$ cat src/rtl/membus_arb2_if.sv
// Memory bus bundle shared by the two requesters and the memory port.
// A requester drives the request/address/write side (master); the arbiter
// answers on the acknowledge/read side (slave). On the memory port the
// arbiter is the master.
interface membus_arb2_if;
  logic         rq_cyc;
  logic         rd_rq;
  logic         wr_rq;
  logic         fmc_select;
  logic         wr_rs;
  logic [18:35] ma;
  logic [0:35]  mb_out;
  logic         addr_ack;
  logic         rd_rs;
  logic         nxm;
  logic [0:35]  mb_in;

  modport master (
    output rq_cyc, rd_rq, wr_rq, fmc_select, wr_rs, ma, mb_out,
    input  addr_ack, rd_rs, nxm, mb_in
  );

  modport slave (
    input  rq_cyc, rd_rq, wr_rq, fmc_select, wr_rs, ma, mb_out,
    output addr_ack, rd_rs, nxm, mb_in
  );
endinterface

$ cat src/rtl/membus_arb2.sv
// Two-requester memory bus arbiter. One granted cycle at a time runs through
// ADDR (address handshake) and DATA (read restart / write restart), with
// round-robin tie breaking and a non-existent-memory timeout.
module membus_arb2 #(
  parameter int unsigned TIMEOUT = 100
) (
  input  logic          clk,
  input  logic          reset,
  membus_arb2_if.slave  a,
  membus_arb2_if.slave  b,
  membus_arb2_if.master m
);

  typedef enum logic [1:0] {StIdle, StAddr, StData} state_e;

  localparam logic [9:0] TimeoutLast = 10'(TIMEOUT - 1);

  state_e     state_q;
  logic       grant_q;  // 0 = A, 1 = B
  logic       last_q;   // last served master, same encoding
  logic       rd_q;
  logic       wr_q;
  logic       nxm_q;
  logic [9:0] cnt_q;

  logic         g_rq_cyc, g_rd_rq, g_wr_rq, g_fmc, g_wr_rs;
  logic [18:35] g_ma;
  logic [0:35]  g_mb_out;
  logic         timeout;
  logic         in_addr, in_data;

  // Memory never signals nxm itself; that pulse is generated here.
  logic unused_m_nxm;
  assign unused_m_nxm = m.nxm;

  assign timeout = (cnt_q == TimeoutLast);
  assign in_addr = (state_q == StAddr);
  assign in_data = (state_q == StData);

  // View of the currently granted requester.
  always_comb begin
    if (grant_q) begin
      g_rq_cyc = b.rq_cyc;
      g_rd_rq  = b.rd_rq;
      g_wr_rq  = b.wr_rq;
      g_fmc    = b.fmc_select;
      g_wr_rs  = b.wr_rs;
      g_ma     = b.ma;
      g_mb_out = b.mb_out;
    end else begin
      g_rq_cyc = a.rq_cyc;
      g_rd_rq  = a.rd_rq;
      g_wr_rq  = a.wr_rq;
      g_fmc    = a.fmc_select;
      g_wr_rs  = a.wr_rs;
      g_ma     = a.ma;
      g_mb_out = a.mb_out;
    end
  end

  // Arbitration FSM, timeout counter and registered nxm pulse.
  always_ff @(posedge clk) begin
    if (reset) begin
      state_q <= StIdle;
      grant_q <= 1'b0;
      last_q  <= 1'b1;
      rd_q    <= 1'b0;
      wr_q    <= 1'b0;
      nxm_q   <= 1'b0;
      cnt_q   <= '0;
    end else begin
      nxm_q <= 1'b0;
      cnt_q <= cnt_q + 10'd1;
      unique case (state_q)
        StIdle: begin
          cnt_q <= '0;
          // A wins a tie only when B was served last.
          if (a.rq_cyc && (!b.rq_cyc || last_q)) begin
            grant_q <= 1'b0;
            state_q <= StAddr;
          end else if (b.rq_cyc) begin
            grant_q <= 1'b1;
            state_q <= StAddr;
          end
        end
        StAddr: begin
          if (m.addr_ack) begin
            rd_q  <= g_rd_rq;
            wr_q  <= g_wr_rq;
            cnt_q <= '0;
            if (g_rd_rq || g_wr_rq) begin
              state_q <= StData;
            end else begin
              state_q <= StIdle;
              last_q  <= grant_q;
            end
          end else if (!g_rq_cyc) begin
            state_q <= StIdle;
            last_q  <= grant_q;
          end else if (timeout) begin
            state_q <= StIdle;
            last_q  <= grant_q;
            nxm_q   <= 1'b1;
          end
        end
        StData: begin
          // Any write (including read-modify-write) finishes on wr_rs only.
          if (wr_q ? g_wr_rs : m.rd_rs) begin
            state_q <= StIdle;
            last_q  <= grant_q;
          end else if (timeout) begin
            state_q <= StIdle;
            last_q  <= grant_q;
            nxm_q   <= 1'b1;
          end
        end
        default: state_q <= StIdle;
      endcase
    end
  end

  // Combinational routing between the granted requester and memory.
  always_comb begin
    m.rq_cyc     = 1'b0;
    m.rd_rq      = 1'b0;
    m.wr_rq      = 1'b0;
    m.fmc_select = 1'b0;
    m.ma         = '0;
    m.wr_rs      = 1'b0;
    m.mb_out     = '0;
    if (in_addr) begin
      m.rq_cyc     = g_rq_cyc;
      m.rd_rq      = g_rd_rq;
      m.wr_rq      = g_wr_rq;
      m.fmc_select = g_fmc;
      m.ma         = g_ma;
    end
    if (in_data) begin
      m.wr_rs  = g_wr_rs;
      m.mb_out = g_mb_out;
    end

    a.addr_ack = in_addr && m.addr_ack && !grant_q;
    b.addr_ack = in_addr && m.addr_ack && grant_q;
    a.rd_rs    = in_data && m.rd_rs && !grant_q;
    b.rd_rs    = in_data && m.rd_rs && grant_q;
    a.nxm      = nxm_q && !grant_q;
    b.nxm      = nxm_q && grant_q;
    a.mb_in    = (in_data && !grant_q) ? m.mb_in : '0;
    b.mb_in    = (in_data && grant_q) ? m.mb_in : '0;
  end

endmodule

$ cat src/flat_wrapper.sv
// flat-port wrapper written by rule: the top's interface ports become plain ports
module membus_arb2_flat 
#(
  parameter int unsigned TIMEOUT = 100
)
  (clk, reset, a_rq_cyc, a_rd_rq, a_wr_rq, a_fmc_select, a_wr_rs, a_ma, a_mb_out, a_addr_ack, a_rd_rs, a_nxm, a_mb_in, b_rq_cyc, b_rd_rq, b_wr_rq, b_fmc_select, b_wr_rs, b_ma, b_mb_out, b_addr_ack, b_rd_rs, b_nxm, b_mb_in, m_rq_cyc, m_rd_rq, m_wr_rq, m_fmc_select, m_wr_rs, m_ma, m_mb_out, m_addr_ack, m_rd_rs, m_nxm, m_mb_in);
  membus_arb2_if a_i ();
  membus_arb2_if b_i ();
  membus_arb2_if m_i ();
  input  logic clk;
  input  logic reset;
  input wire logic [$bits(a_i.rq_cyc)-1:0] a_rq_cyc;
  input wire logic [$bits(a_i.rd_rq)-1:0] a_rd_rq;
  input wire logic [$bits(a_i.wr_rq)-1:0] a_wr_rq;
  input wire logic [$bits(a_i.fmc_select)-1:0] a_fmc_select;
  input wire logic [$bits(a_i.wr_rs)-1:0] a_wr_rs;
  input wire logic [$bits(a_i.ma)-1:0] a_ma;
  input wire logic [$bits(a_i.mb_out)-1:0] a_mb_out;
  output wire logic [$bits(a_i.addr_ack)-1:0] a_addr_ack;
  output wire logic [$bits(a_i.rd_rs)-1:0] a_rd_rs;
  output wire logic [$bits(a_i.nxm)-1:0] a_nxm;
  output wire logic [$bits(a_i.mb_in)-1:0] a_mb_in;
  input wire logic [$bits(b_i.rq_cyc)-1:0] b_rq_cyc;
  input wire logic [$bits(b_i.rd_rq)-1:0] b_rd_rq;
  input wire logic [$bits(b_i.wr_rq)-1:0] b_wr_rq;
  input wire logic [$bits(b_i.fmc_select)-1:0] b_fmc_select;
  input wire logic [$bits(b_i.wr_rs)-1:0] b_wr_rs;
  input wire logic [$bits(b_i.ma)-1:0] b_ma;
  input wire logic [$bits(b_i.mb_out)-1:0] b_mb_out;
  output wire logic [$bits(b_i.addr_ack)-1:0] b_addr_ack;
  output wire logic [$bits(b_i.rd_rs)-1:0] b_rd_rs;
  output wire logic [$bits(b_i.nxm)-1:0] b_nxm;
  output wire logic [$bits(b_i.mb_in)-1:0] b_mb_in;
  output wire logic [$bits(m_i.rq_cyc)-1:0] m_rq_cyc;
  output wire logic [$bits(m_i.rd_rq)-1:0] m_rd_rq;
  output wire logic [$bits(m_i.wr_rq)-1:0] m_wr_rq;
  output wire logic [$bits(m_i.fmc_select)-1:0] m_fmc_select;
  output wire logic [$bits(m_i.wr_rs)-1:0] m_wr_rs;
  output wire logic [$bits(m_i.ma)-1:0] m_ma;
  output wire logic [$bits(m_i.mb_out)-1:0] m_mb_out;
  input wire logic [$bits(m_i.addr_ack)-1:0] m_addr_ack;
  input wire logic [$bits(m_i.rd_rs)-1:0] m_rd_rs;
  input wire logic [$bits(m_i.nxm)-1:0] m_nxm;
  input wire logic [$bits(m_i.mb_in)-1:0] m_mb_in;
  assign a_i.rq_cyc = a_rq_cyc;
  assign a_i.rd_rq = a_rd_rq;
  assign a_i.wr_rq = a_wr_rq;
  assign a_i.fmc_select = a_fmc_select;
  assign a_i.wr_rs = a_wr_rs;
  assign a_i.ma = a_ma;
  assign a_i.mb_out = a_mb_out;
  assign a_addr_ack = a_i.addr_ack;
  assign a_rd_rs = a_i.rd_rs;
  assign a_nxm = a_i.nxm;
  assign a_mb_in = a_i.mb_in;
  assign b_i.rq_cyc = b_rq_cyc;
  assign b_i.rd_rq = b_rd_rq;
  assign b_i.wr_rq = b_wr_rq;
  assign b_i.fmc_select = b_fmc_select;
  assign b_i.wr_rs = b_wr_rs;
  assign b_i.ma = b_ma;
  assign b_i.mb_out = b_mb_out;
  assign b_addr_ack = b_i.addr_ack;
  assign b_rd_rs = b_i.rd_rs;
  assign b_nxm = b_i.nxm;
  assign b_mb_in = b_i.mb_in;
  assign m_rq_cyc = m_i.rq_cyc;
  assign m_rd_rq = m_i.rd_rq;
  assign m_wr_rq = m_i.wr_rq;
  assign m_fmc_select = m_i.fmc_select;
  assign m_wr_rs = m_i.wr_rs;
  assign m_ma = m_i.ma;
  assign m_mb_out = m_i.mb_out;
  assign m_i.addr_ack = m_addr_ack;
  assign m_i.rd_rs = m_rd_rs;
  assign m_i.nxm = m_nxm;
  assign m_i.mb_in = m_mb_in;
  membus_arb2 #(.TIMEOUT(TIMEOUT)) u_core (.clk(clk), .reset(reset), .a(a_i), .b(b_i), .m(m_i));
endmodule
$ cat config.mk
export PLATFORM = sky130hd
export DESIGN_NAME = membus_arb2_flat
export DESIGN_NICKNAME = d
export VERILOG_FILES = /design/src/rtl/membus_arb2_if.sv /design/src/rtl/membus_arb2.sv /design/src/flat_wrapper.sv
export SDC_FILE = /design/constraint.sdc
export NUM_CORES = 1
export LEC_CHECK = 0
export ABC_AREA = 1
export CORE_AREA = 2 2 114 116
export DETAILED_ROUTE_END_ITERATION = 7
export DIE_AREA = 0 0 116 118
export DONT_BUFFER_PORTS = 1
export PLACE_DENSITY = 0.3
export REMOVE_ABC_BUFFERS = 1
export SETUP_SLACK_MARGIN = 0.4
export SLEW_MARGIN = 20
export SYNTH_ARGS = -nofsm -noshare
export SYNTH_HDL_FRONTEND = slang
export SYNTH_SLANG_ARGS = --single-unit
$ cat constraint.sdc
create_clock -name clk -period 1.58 [get_ports clk]
set_input_delay 0.158 -clock clk [delete_from_list [all_inputs] [get_ports clk]]
set_output_delay 0.158 -clock clk [all_outputs]
set_load 0.01 [all_outputs]
==> impl_metrics.yaml, run 1 <==
synth:
  synthCells: 451
  synth_commonest_cells: "135 x nor2_1, 104 x nand2_1, 63 x inv_1, 43 x a21oi_1, 20 x o21ai_0"
  yosysTopAreaCellShare_pct: 23.04
  synth.distinct_cells: 31
  synth-seq-area-share_pct: 14.56
  netlist_area_um2: 2200
  synth-edff-count: 0
  synth_seq_cells: 16
  ys.flop_type: "dfxtp_1"
  yosysMostFrequentCell: "nor2_1"
  synth_area_leaders: "nor2_1 23%, nand2_1 18%, dfxtp_1 15%"
  syn_area_per_cell_um2: 4.877
  ys.warnings.count: 0
  async_flop_share_pct: 0
  synth_top_area_cell: "nor2_1"
worst_setup_path:
  start_kind: "flip-flop"
  r2r_start: "u_core.state_q[0]"
  cpMaxStageDelayCell: "dfxtp_4"
  rrSetupSlack_ns: 0.18
  crit_required_ns: 1.42
  critPathMaxStageDelay_ns: 0.35
  ff2ff_path_depth: 8
  critPathMaxFanout: 8
  r2r_end: "u_core.cnt_q[9]"
  worst_ep_arrival_time_ns: 1.43
  worstPathCellList: "inv_4 -> ha_4 -> buf_6 -> inv_12 -> buf_16 -> a21oi_2 -> buf_4"
  path_class: "flip-flop to output port"
  end_kind: "output port"
run:
  maxCapViolations: 0
placement:
  port_buffers: 0
  gp_congestion: 0.7631
  dp_hpwl_um: 8643
  placed_area_um2: 3278
floorplan:
  ios: 296
  die_w_um: 116
  core_area_um2: 12410
  start_util_pct: 17.72
  dieHeight_um: 118
  die_area_um2: 13690
  rows: 41
global_routing:
  grt_use_total_pct: 16.02
  grt-ovfl-total: 0
  grt_pass1_vias: 3392
  antenna_found_initial: 0
  grt_first_pass_wirelength_um: 17060
  grt_max_degree: 38
clocking:
  cts_tree: "yes"
  clockBufferDepth: 2
  path_clk_slew_ns: 0.05
  htree_num_levels: 1
  clk_latency_ns: 0.25
  root_buffer: "clkbuf_16"
  cts_sinks: 16
  cts_inserted_buffers: 3
sta:
  setup_viol: 6
  worst_clock_skew_ns: 0.001872
  maxSlewHeadroom_pct: 82.83
  drv_slew: 0
  fin_crit_ns: 1.586
  worst_pin_slew_ns: 0.2566
  rsz0062_at_grt: "yes"
  max_freq_mhz: 630.6
  setup_slack_ns: -0.005845
  fin_crit_sh_pct: 100.4
  hold_viol: 0
route:
  drtIter0Drc: 114
  wirelength_um: 12650
  post-route-drc-count: 0
  first_pass_iters: 4
  final_antenna_net_count: 0
  via_per_inst: 4.504
  dr_total_vias: 3396
  wl_per_cell_um: 16.78
layout:
  fin_util_pct: 38.79
  design_area_um2: 4816
  nNetsFinal: 747
  drive_gt1_share_pct: 50.00
  antennaDiodeCount: 0
  area_growth_pct: 118.9
worst_hold_path:
  hold_path.class: "input port to flip-flop"
  hold_start: "b_rq_cyc"
  min_delay_path_depth: 2
  hold_end: "u_core.grant_q"
power:
  power_density_nw_per_um2: 464.9
  leakagePower_nw: 2.236
  max-vdd-ir-drop_mv: 0.3475
outcome:
  failed_checks: "negative setup slack"
  status: "finished, violations left"
## layout make-up
type	instances	area [µm²]
repair buffers	152	1573
multi-input cells	344	2326
flip-flops and latches	16	335.3
well taps	172	215.2
fillers	1263	7599
clock buffers	4	88.84
inverters	66	277.8
## worst max path at each step
stage / startpoint / to / slack (ns)
final: u_core.state_q[0] / m_mb_out[28] / -0.006
after global routing: u_core.state_q[0] / m_mb_out[8] / -0.05
after CTS: u_core.state_q[0] / m_mb_out[1] / -0.004
after detailed placement: u_core.state_q[0] / m_mb_out[17] / 0.06
after floorplan: u_core.grant_q / a_mb_in[0] / -1.19
after global placement: u_core.state_q[0] / m_mb_out[30] / 0.08
## state kept, by name (all words and copies together) (netlist names)
register,cells
u_core.nxm_q,1
u_core.cnt_q,10
u_core.state_q,2
u_core.grant_q,1
u_core.wr_q,1
u_core.last_q,1
## critical path: cells and delay by family, from the launching register on
kind,cells,cell delay [ns]
adder cells (fa/ha/maj),1,0.16
buffers and inverters,5,0.54
AO/OA/AOI/OAI,1,0.12
flip-flops,1,0.35
## layout by cell type, fill, tap and decap left out, types with 2 or more instances in the layout
master and instances:
nand2_1 98, nor2_1 96, buf_4 92, inv_1 57, buf_6 41, a21oi_4 27
nor2_4 24, nor2_2 15, a21oi_2 13, o21ai_2 10, o21ai_0 10, dfxtp_1 10
buf_16 8, nand2_2 6, nand3_1 6, buf_12 6, inv_2 5, nor3b_2 4
a21oi_1 4, ha_4 4, clkbuf_16 4, o21ai_4 3, nor3_4 3, nand3_2 3
buf_8 3, dfxtp_2 3, dfxtp_4 3, inv_4 2, or2_4 2, nand3_4 2
nor3_2 2
## power breakdown
part	switching (mW)	total (mW)	internal (mW)
clock network	0.167	0.552	0.385
registers	0.0336	0.461	0.427
logic	0.711	1.23	0.515
## kinds of logic after synthesis
family / share of synthesized area (%)
AND/OR/NAND/NOR: 48.35
adder cells (fa/ha/maj): 2.844
XOR/XNOR: 0.3983
buffers and inverters: 16.89
AO/OA/AOI/OAI: 16.95
flip-flops: 14.56
## layer usage
metal | GRT usage [%] | vias up | routed length [µm]
li1 | - | 1637 | -
met4 | 2.604 | 0 | 110
met2 | 34.58 | 185 | 7244
met3 | 4.016 | 9 | 1193
met1 | 14.36 | 1565 | 4105
met5 | 0 | - | 0
## timing repair
item / 4_1_cts / 5_1_grt
pin swaps: 21 / 10
hold endpoints to repair: 4 / 0
gates cloned: 8 / 2
buffers inserted: 12 / 8
setup endpoints to repair: 151 / 153
hold buffers: 1 / 0
resized for setup: 230 / 41
## stage by stage
stage	hold WS [ns]	worst slack, ns	setup TNS [ns]	std cells	power, mW
global placement	0.2245	0.07773	0	719	1.169
global route	0.1194	-0.05263	-1.613	754	2.365
floorplan	0.2271	-1.191	-121.41	426	0.8878
CTS	0.07490	-0.004213	-0.004213	744	2.149
detailed placement	0.2266	0.06472	0	719	1.174
finish	0.08575	-0.005845	-0.01662	754	2.239
Power figures use the tool's default switching activity.
==> inputs of run 2 (changes only) <==
clock period = 2 ns   (was 1.58 ns; I/O delays follow)
==> impl_metrics.yaml, run 2 (synthesis gave the netlist of run 1 again) <==
layout:
  reg_top3: "u_core.cnt_q (10), u_core.state_q (2)"
  fin_cells: 701
  nNetsFinal: 694
  fin_util_pct: 28.29
  design_area_um2: 3512
  drive_gt1_share_pct: 32.70
  largest_reg_flops: 10
  layout_common_cells: "102 x nand2_1, 99 x nor2_1, 86 x buf_4"
  antennaDiodeCount: 0
  fill_cells: 1400
  area_growth_pct: 59.67
  largest-register: "u_core.cnt_q"
  mostFrequentLayoutCell: "nand2_1"
power:
  leakagePower_nw: 1.801
  power_density_nw_per_um2: 410.5
  total_power_mw: 1.442
  max-vdd-ir-drop_mv: 0.2384
route:
  drtIter0Drc: 151
  wl_per_cell_um: 16.71
  final_antenna_net_count: 0
  first_pass_iters: 4
  dr_total_vias: 3148
  via_per_inst: 4.491
  wirelength_um: 11710
  post-route-drc-count: 0
placement:
  dp.cells: 681
  gp_congestion: 0.7742
  port_buffers: 0
  dp_hpwl_um: 8644
  post-place-ws_ns: 0.2060
  placed_area_um2: 2968
clocking:
  cts_sinks: 16
  clockBufferDepth: 2
  cts_tree: "yes"
  clk_latency_ns: 0.25
  cts_inserted_buffers: 3
  path_clk_slew_ns: 0.05
  root_buffer: "clkbuf_16"
  htree_num_levels: 1
sta:
  worst_pin_slew_ns: 0.3954
  drv_slew: 0
  hold_viol: 0
  fin_crit_sh_pct: 82.52
  maxSlewHeadroom_pct: 73.72
  worst_clock_skew_ns: 0.004809
  max_freq_mhz: 605.9
  rsz0062_at_grt: "yes"
  setup_slack_ns: 0.3496
  fin_crit_ns: 1.650
  setup_viol: 0
floorplan:
  core_area_um2: 12410
  dieHeight_um: 118
  rows: 41
  ios: 296
  die_area_um2: 13690
  start_util_pct: 17.72
  die_w_um: 116
global_routing:
  grt-ovfl-total: 0
  grt_use_total_pct: 13.48
  met1_usage_pct: 14.47
  grtUsageMet2_pct: 26.61
  grt_pass1_vias: 2763
  busiest_layer: "met2"
  grt_use_met3_pct: 2.523
  antenna_found_initial: 0
  grt_max_degree: 53
  grt_first_pass_wirelength_um: 14290
worst_hold_path:
  hold_path.class: "input port to flip-flop"
worst_setup_path:
  crit_required_ns: 1.80
  start_kind: "flip-flop"
  worst_ep_arrival_time_ns: 1.45
  end_kind: "output port"
  path_class: "flip-flop to output port"
  critPathMaxFanout: 18
outcome:
  status: "completed"
run:
  maxCapViolations: 0
run 2: final timing paths:
path | from | to | slack (ns) | cells past startpoint
worst min register to register | u_core.cnt_q[0] | u_core.cnt_q[0] | 0.45 | 1
worst min-delay path | reset | u_core.state_q[0] | 0.01 | 1
worst max register to register | u_core.grant_q | u_core.last_q | 0.52 | 8
worst max-delay path | u_core.state_q[0] | a_mb_in[18] | 0.35 | 6
run 2: area by class of cell:
cell class | instances | area, µm² | area share (%)
Multi-Input combinational cell | 344 | 1722 | 49.02
Tap cell | 172 | 215.2 | 6.128
Clock buffer | 4 | 88.84 | 2.529
Inverter | 66 | 262.8 | 7.481
Timing Repair Buffer | 99 | 894.6 | 25.47
Sequential cell | 16 | 329.1 | 9.369
run 2: layer usage:
layer	part of all wire [%]	vias to the layer above
met1	36	1402
met5	0	-
met3	10	10
met2	53	212
li1	-	1524
met4	1.5	0
run 2: metrics by stage:
step,hold slack [ns],TNS (ns)
4_1_cts,0.006367,0
3_5_place_dp,0.2691,0
3_3_place_gp,0.2693,0
5_1_grt,0.01061,0
2_1_floorplan,0.2691,-68.14
6_report,0.01039,0
run 2: worst max-delay path: stages, from the launching register on:
cell,delay (ns)
dfxtp_4,0.37
inv_4,0.06
ha_4,0.22
nand2_4,0.10
clkbuf_16,0.19
nor2_1,0.12
buf_4,0.14
run 2: repair_timing:
action | CTS | global route
hold buffers | 0 | 0
setup endpoints to repair | 134 | 124
pin swaps | 2 | 2
resized for setup | 30 | 50
gates cloned | 0 | 6
setup buffers | 6 | 4
run 2: where the power goes:
part / internal [mW] / switching (mW)
Combinational: 0.230 / 0.410
Sequential: 0.337 / 0.0272
Clock: 0.304 / 0.133
==> inputs of run 3 (changes only) <==
clock period = 1.55 ns   (was 2 ns; I/O delays follow)
==> impl_metrics.yaml, run 3 (synthesis gave the netlist of run 1 again) <==
layout:
  largest-register: "u_core.cnt_q"
  largest_reg_flops: 10
  nNetsFinal: 757
  design_area_um2: 4805
  layout_common_cells: "124 x buf_4, 99 x nand2_1, 73 x nor2_1"
  fill_cells: 1336
  area_growth_pct: 118.4
  fin_cells: 765
  mostFrequentLayoutCell: "buf_4"
  reg_top3: "u_core.cnt_q (10), u_core.state_q (2)"
  drive_gt1_share_pct: 54.05
worst_setup_path:
  cpMaxStageDelayCell: "dfxtp_4"
  rrSetupSlack_ns: 0.02
  path_class: "flip-flop to output port"
  worstPathCellList: "inv_4 -> ha_4 -> inv_4 -> clkbuf_16 -> a21oi_4 -> buf_6"
  crit_buf_inv: 4
  start_kind: "flip-flop"
  critPathMaxFanout: 7
  path_common_cell: "inv_4"
  crit_required_ns: 1.39
  path_delay_family: "buffers and inverters"
  worst_ep_arrival_time_ns: 1.41
  end_kind: "output port"
  critPathMaxStageDelay_ns: 0.36
worst_hold_path:
  hold_path.class: "input port to flip-flop"
sta:
  setup_slack_ns: -0.01091
  drv_slew: 0
  worst_clock_skew_ns: 0.0007795
  max_freq_mhz: 640.7
  maxSlewHeadroom_pct: 77.72
  worst_pin_slew_ns: 0.3330
  tns_ns: -0.02478
  hold_viol: 0
  setup_viol: 5
  rsz0062_at_grt: "yes"
  fin_crit_ns: 1.561
  fin_crit_sh_pct: 100.7
floorplan:
  ios: 296
  core_area_um2: 12410
  die_w_um: 116
  die_area_um2: 13690
  start_util_pct: 17.72
  dieHeight_um: 118
  rows: 41
global_routing:
  grt-ovfl-total: 0
  grt_use_total_pct: 15.81
  antenna_found_initial: 1
  grt_first_pass_wirelength_um: 16750
  grt_max_degree: 26
  grt_pass1_vias: 3252
clocking:
  cts_inserted_buffers: 3
  htree_num_levels: 1
  path_clk_slew_ns: 0.05
  cts_tree: "yes"
  cts_sinks: 16
  clk_latency_ns: 0.25
  clockBufferDepth: 2
  root_buffer: "clkbuf_16"
route:
  post-route-drc-count: 0
  via_per_inst: 4.478
  first_pass_iters: 4
  wl_per_cell_um: 16.75
  final_antenna_net_count: 0
  wirelength_um: 12810
  drtIter0Drc: 86
  dr_total_vias: 3426
placement:
  port_buffers: 0
  dp.cells: 723
  placed_area_um2: 3333
  dp_hpwl_um: 8743
  gp_congestion: 0.7128
power:
  leakagePower_nw: 2.251
  power_density_nw_per_um2: 506.4
  max-vdd-ir-drop_mv: 0.3218
outcome:
  status: "finished, violations left"
  failed_checks: "negative setup slack"
run:
  maxCapViolations: 0
==> run 3: cell types whose count changed in the layout (fill, tap and decap cells not counted), sizes merged <==
cell	delta
buf	+64
clkbuf	-2
diode	+1
dlygate4sd3	+1
==> run 3: final timing paths <==
check                         start         endpoint  depth (start not counted)
setup / recovery  u_core.state_q[0]      m_mb_out[6]                          6
hold / removal             b_rq_cyc   u_core.grant_q                          2
setup reg to reg     u_core.grant_q    u_core.last_q                          9
hold reg to reg     u_core.cnt_q[0]  u_core.cnt_q[0]                          1
==> run 3: final cells by class <==
type | count | area, µm² | area share [%]
Clock buffer | 4 | 88.84 | 1.849
Timing Repair Buffer | 162 | 1604 | 33.39
Multi-Input combinational cell | 344 | 2296 | 47.79
Inverter | 66 | 262.8 | 5.469
Sequential cell | 16 | 335.3 | 6.979
Antenna cell | 1 | 2.502 | 0.05208
Tap cell | 172 | 215.2 | 4.479
==> run 3: through the flow <==
| stage | util (%) | hold WS [ns] | worst slack (ns) | power [mW] |
|---|---|---|---|---|
| floorplan | - | 0.2241 | -1.218 | 0.9050 |
| global placement | 26.85 | 0.2276 | 0.1009 | 1.224 |
| detailed placement | 26.85 | 0.2275 | 0.09937 | 1.228 |
| CTS | 33.81 | 0.08201 | 0.003594 | 2.165 |
| global route | 38.68 | 0.1156 | -0.06166 | 2.563 |
| finish | 38.70 | 0.08336 | -0.01091 | 2.433 |
==> run 3: where the power goes <==
group | switching [mW] | leakage, nW | total [mW] | internal [mW]
clock | 0.169 | 0.0442 | 0.561 | 0.392
combinational | 0.764 | 2.07 | 1.40 | 0.640
sequential | 0.0324 | 0.133 | 0.468 | 0.436
total | 0.965 | 2.25 | 2.43 | 1.47
==> run 3: per-layer routing <==
metal | GRT usage (%) | vias up | share of wire, %
li1 | - | 1657 | -
met5 | 0 | - | 0
met1 | 15.23 | 1569 | 35
met4 | 3.869 | 0 | 1.8
met2 | 32.86 | 188 | 55
met3 | 3.090 | 12 | 8.4
==> run 3: what timing repair did <==
item,4_1_cts,5_1_grt
resized for setup,136,113
pin swaps,19,32
setup buffers,12,14
endpoints found under the hold margin,4,0
cloned,7,3
setup endpoints to repair,151,153
hold buffers,1,0
